$ cat config.mk
export PLATFORM = sky130hd
export DESIGN_NAME = lsu_align
export DESIGN_NICKNAME = d
export VERILOG_FILES = /design/src/rtl/lsu_align.sv
export SDC_FILE = /design/constraint.sdc
export NUM_CORES = 1
export LEC_CHECK = 0
export BUFFER_PORTS_ARGS = -buffer_cell sky130_fd_sc_hd__buf_2
export CAP_MARGIN = 20
export CORE_ASPECT_RATIO = 2
export CORE_MARGIN = 2
export CORE_UTILIZATION = 35
export DETAILED_ROUTE_END_ITERATION = 7
export GPL_ROUTABILITY_DRIVEN = 0
export GPL_TIMING_DRIVEN = 0
export HOLD_SLACK_MARGIN = 0.15
export SLEW_MARGIN = 10
export SYNTH_ARGS = -nofsm -noshare
export SYNTH_HDL_FRONTEND = slang
export SYNTH_SLANG_ARGS = --single-unit
$ cat constraint.sdc
create_clock -name clk -period 4.95 [get_ports clk]
set_clock_uncertainty 0.05 [all_clocks]
set_input_delay 0.99 -clock clk [delete_from_list [all_inputs] [get_ports clk]]
set_output_delay 0.99 -clock clk [all_outputs]
set_load 0.02 [all_outputs]
$ cat src/rtl/lsu_align.sv
// Load/store alignment unit: turns one byte-addressed request into one or two
// word-aligned memory accesses and returns an extended load result.
module lsu_align #(
    parameter bit ALLOW_MISALIGNED = 1'b1
) (
    input  logic        clk,
    input  logic        rst_n,
    input  logic        req_valid,
    output logic        req_ready,
    input  logic        req_we,
    input  logic [2:0]  req_funct3,
    input  logic [31:0] req_addr,
    input  logic [31:0] req_wdata,
    output logic        rsp_valid,
    output logic        rsp_err,
    output logic [31:0] rsp_rdata,
    output logic [31:0] mem_addr,
    output logic        mem_we,
    output logic [3:0]  mem_be,
    output logic [31:0] mem_wdata,
    input  logic [31:0] mem_rdata
);

    typedef enum logic [1:0] {
        S_IDLE,
        S_ACC0,
        S_ACC1,
        S_RESP
    } state_t;

    state_t      state_q, state_d;
    logic        we_q, we_d;
    logic [2:0]  funct3_q, funct3_d;
    logic [31:0] addr_q, addr_d;
    logic [31:0] wdata_q, wdata_d;
    logic        err_q, err_d;
    logic [63:0] buf_q, buf_d;
    logic [31:0] rdata_q, rdata_d;

    logic        req_legal;
    logic        req_mis;
    logic [1:0]  off;
    logic [3:0]  size_mask;
    logic [7:0]  be_wide;
    logic        crosses;
    logic [63:0] wdata_wide;
    logic [63:0] buf_sample;
    logic [31:0] load_raw;
    logic [31:0] load_ext;

    always_comb begin
        req_legal = (req_funct3[1:0] != 2'b11) &&
                    (req_we ? !req_funct3[2] : (req_funct3[2:1] != 2'b11));
        req_mis   = ((req_funct3[1:0] == 2'b01) && req_addr[0]) ||
                    ((req_funct3[1:0] == 2'b10) && (req_addr[1:0] != 2'b00));
    end

    // Everything below is decoded from the captured request only.
    assign off = addr_q[1:0];

    always_comb begin
        case (funct3_q[1:0])
            2'b00:   size_mask = 4'b0001;
            2'b01:   size_mask = 4'b0011;
            default: size_mask = 4'b1111;
        endcase
    end

    assign be_wide    = {4'b0000, size_mask} << off;
    assign crosses    = |be_wide[7:4];
    assign wdata_wide = {32'h0, wdata_q} << {off, 3'b000};

    // Buffer as it will look after this cycle's read data is captured.
    assign buf_sample = (state_q == S_ACC1) ? {mem_rdata, buf_q[31:0]}
                                            : {buf_q[63:32], mem_rdata};
    assign load_raw   = 32'(buf_sample >> {off, 3'b000});

    always_comb begin
        case (funct3_q)
            3'b000:  load_ext = {{24{load_raw[7]}}, load_raw[7:0]};
            3'b001:  load_ext = {{16{load_raw[15]}}, load_raw[15:0]};
            3'b100:  load_ext = {24'h0, load_raw[7:0]};
            3'b101:  load_ext = {16'h0, load_raw[15:0]};
            default: load_ext = load_raw;
        endcase
    end

    always_comb begin
        state_d   = state_q;
        we_d      = we_q;
        funct3_d  = funct3_q;
        addr_d    = addr_q;
        wdata_d   = wdata_q;
        err_d     = err_q;
        buf_d     = buf_q;
        rdata_d   = rdata_q;
        req_ready = 1'b0;
        rsp_valid = 1'b0;
        mem_addr  = 32'h0;
        mem_we    = 1'b0;
        mem_be    = 4'b0000;
        mem_wdata = 32'h0;

        case (state_q)
            S_IDLE: begin
                req_ready = 1'b1;
                rdata_d   = 32'h0;
                if (req_valid) begin
                    we_d     = req_we;
                    funct3_d = req_funct3;
                    addr_d   = req_addr;
                    wdata_d  = req_wdata;
                    err_d    = !req_legal || (!ALLOW_MISALIGNED && req_mis);
                    state_d  = (!req_legal || (!ALLOW_MISALIGNED && req_mis)) ? S_RESP : S_ACC0;
                end
            end
            S_ACC0: begin
                mem_addr  = {addr_q[31:2], 2'b00};
                mem_we    = we_q;
                mem_be    = be_wide[3:0];
                mem_wdata = wdata_wide[31:0];
                buf_d     = buf_sample;
                if (crosses) begin
                    state_d = S_ACC1;
                end else begin
                    state_d = S_RESP;
                    rdata_d = we_q ? 32'h0 : load_ext;
                end
            end
            S_ACC1: begin
                mem_addr  = {addr_q[31:2] + 30'd1, 2'b00};
                mem_we    = we_q;
                mem_be    = be_wide[7:4];
                mem_wdata = wdata_wide[63:32];
                buf_d     = buf_sample;
                state_d   = S_RESP;
                rdata_d   = we_q ? 32'h0 : load_ext;
            end
            default: begin
                rsp_valid = 1'b1;
                state_d   = S_IDLE;
            end
        endcase
    end

    assign rsp_err   = (state_q == S_RESP) && err_q;
    assign rsp_rdata = rdata_q;

    always_ff @(posedge clk or negedge rst_n) begin
        if (!rst_n) begin
            state_q  <= S_IDLE;
            we_q     <= 1'b0;
            funct3_q <= 3'b000;
            addr_q   <= 32'h0;
            wdata_q  <= 32'h0;
            err_q    <= 1'b0;
            buf_q    <= 64'h0;
            rdata_q  <= 32'h0;
        end else begin
            state_q  <= state_d;
            we_q     <= we_d;
            funct3_q <= funct3_d;
            addr_q   <= addr_d;
            wdata_q  <= wdata_d;
            err_q    <= err_d;
            buf_q    <= buf_d;
            rdata_q  <= rdata_d;
        end
    end

endmodule

==> flow_summary.yaml <==
power_and_ir_drop:
  comb_power_share: 0.578
  p_seq_frac: 0.266
  ir_worst_vdd_mv: 0.419
  p_sw_uw: 4290
  power_frac_clock: 0.156
  pwr_density_cell_nw_per_um2: 789
  internal_power_uw: 4950
  switching_share: 0.465
  p_leak_uw: 0.00529
setup_path:
  cp.arrival_ns: 3.38
  critPathTopFamily: "buffers and inverters"
  cp_max_fo: 10
  worstPathRequired_ns: 3.91
  crit_type: "reg -> out"
  regToRegSetupSlack_ns: 2.22
  regToRegStartpoint: "state_q[0]"
  worstPathCellList: "inv_1, ha_1, clkbuf_1, nand2_1, clkbuf_1, clkbuf_1, a211oi_1, buf_2"
  crit_buf_inv: 5
  cp_common_cell: "clkbuf_1"
  start_kind: "flip-flop"
  worstRegToRegCells: 9
  cp-end-kind: "primary output"
  critPathSlowestCell: "ha_1"
  cpPeakStageDelay_ns: 0.47
  rr_endpoint: "rsp_rdata[20]"
clocking:
  cts_root_buffer: "clkbuf_16"
  insertion_delay_ns: 0.45
  clock-sinks: 159
  cts_tree: "yes"
  numCtsBuffers: 17
  htree_num_levels: 4
  cts_buffer_depth: 2
  post_cts_resized: 0
  clk_pin_slew_ns: 0.07
  cts_setup_buffers: 0
  ctsHoldBuffers: 0
die:
  die_w_um: 121
  initial_core_util: 0.355
  die_h_um: 238
  rows: 85
  ios: 207
  core_um2: 26900
  fp.dieArea_um2: 28700
route:
  wire_per_inst_um: 21.5
  ant_nets: 0
  dr.first_iter.drc_count: 574
  via_per_inst: 5.50
  drc: 0
  finalWirelength_um: 33000
  firstDrtPassIters: 6
  via_count: 8433
outcome:
  status: "complete, no violations"
timing:
  drv_slew: 0
  setup_viol: 0
  finalHoldViolCount: 0
  min_period_ns: 4.42
  tns_ns: 0
  worst_pin_slew_ns: 0.965
  fin_crit_sh: 0.892
  rsz0062_at_grt: "false"
  slew_headroom: 0.351
  fmax_mhz: 226
logic_synthesis:
  ys_seq_area_frac: 0.416
  synth_cell_types: 55
  yosys_warnings: 0
  netlist_instances: 945
  avgSynthCellArea_um2: 10.1
  synth_ff_type: "dfrtp_1"
  synth_seq_cells: 159
  yosys.area.top_type: "dfrtp_1"
  synth_area_um2: 9560
  synth.area.top_cells: "dfrtp_1 42%, mux2_2 17%, mux2i_1 6.2%"
  synth_top_area_frac: 0.416
  synth_edf_count: 0
  synthArstFlopShare: 1.00
layout:
  regArea_um2: 3980
  syn_to_final_growth_pct: 22.5
  layout_commonest_cell: "buf_2"
  fillCellCount: 2613
  final_cell_mix: "239 x buf_2, 159 x dfrtp_1, 143 x mux2_2"
  drive_gt1_frac: 0.371
  fin_util: 0.435
  nets: 1280
  multi_input_area_um2: 5180
global_route:
  track_usage: 0.230
  grt_pass1_vias: 8445
  antenna_found_initial: 3
  overflow: 0
  grt_pass1_wl_um: 49200
  grt_max_degree: 90
hold_path:
  hp-start: "err_q"
  hold_path_class: "reg -> reg"
  min_to: "err_q"
  hold_path_depth: 1
place:
  port_buffers: 204
  dp_hpwl_um: 25800
run:
  maxCapViolCount: 0
[worst max path at each step]
| stage | start | endpoint | slack [ns] | cells past startpoint |
|---|---|---|---|---|
| floorplan | state_q[0] | mem_addr[23] | 1.53 | 8 |
| CTS | state_q[1] | mem_wdata[31] | 0.59 | 8 |
| global placement | rst_n | addr_q[17] | 0.34 | 1 |
| finish | state_q[1] | mem_wdata[31] | 0.53 | 8 |
| global route | state_q[1] | mem_wdata[31] | 0.46 | 8 |
| detailed placement | state_q[1] | mem_wdata[31] | 1.10 | 8 |
[layout make-up]
| cell class | instances | share of cell area |
|---|---|---|
| clock inverters | 14 | 0.0175 |
| clock buffers | 18 | 0.0375 |
| diodes | 3 | 0.000641 |
| flip-flops and latches | 159 | 0.340 |
| multi-input cells | 698 | 0.442 |
| inverters | 10 | 0.00321 |
| plain buffers | 79 | 0.0312 |
| repair buffers | 205 | 0.0904 |
| well taps | 348 | 0.0372 |
[state kept, by name, summed over array words and instances, names as in the netlist]
| name | count |
|---|---|
| rsp_rdata | 32 |
| wdata_q | 32 |
| we_q | 1 |
| state_q | 2 |
| funct3_q | 3 |
| err_q | 1 |
| addr_q | 32 |
| buf_q | 56 |
[cell usage after synthesis (all sizes together) (7+ instances only)]
master	number
dfrtp	159
mux2	144
nand2	85
o21ai	75
mux2i	59
a21oi	50
buf	50
nor2	46
clkbuf	29
a211oi	28
nor2b	27
o22ai	19
a22o	16
and2	14
nand4	14
a22oi	12
nand3	11
inv	10
a31oi	9
nand2b	8
ha	7
o221ai	7
o31ai	7
[power groups by stage]
| stage | registers, uW | clock network, uW | logic [uW] |
|---|---|---|---|
| after global routing | 2530 | 1530 | 5730 |
| after floorplan | 2370 | 0 | 3690 |
| after CTS | 2440 | 1470 | 5320 |
| after global placement | 2440 | 0 | 5220 |
| after detailed placement | 2470 | 0 | 5300 |
| final | 2460 | 1440 | 5340 |
[layer usage]
metal  global-route usage  share of wire
met1                0.234           0.35
met2                0.410           0.54
met3               0.0453          0.054
met4                0.162          0.064
met5                    0              0
[cells by family (layout without fill, tap and decap cells)]
kind of cell               after synthesis  after routing  synth area share
adders and majority gates                7              7           0.00916
xor gates and xnor gates                 4              4           0.00367
other                                    1              5          0.000392
buffers and inverters                   89            326            0.0422
DFF                                    159            159             0.416
and+or+nand+nor                        229            229             0.118
muxes                                  209            209             0.246
AOI/OAI and AO/OA                      247            247             0.164
[through the flow]
| step | instance area (um2) | hold WS [ns] | total power [uW] | setup slack, ns | instances |
|---|---|---|---|---|---|
| after floorplan | 9560 | 0.392 | 6050 | 1.53 | 946 |
| after global placement | 11000 | 0.403 | 7660 | 0.345 | 1498 |
| after detailed placement | 11100 | 0.409 | 7770 | 1.10 | 1499 |
| after CTS | 11700 | 0.425 | 9240 | 0.589 | 1531 |
| after global routing | 11700 | 0.429 | 9800 | 0.460 | 1534 |
| final | 11700 | 0.422 | 9240 | 0.534 | 1534 |
Power figures use the tool's default switching activity.
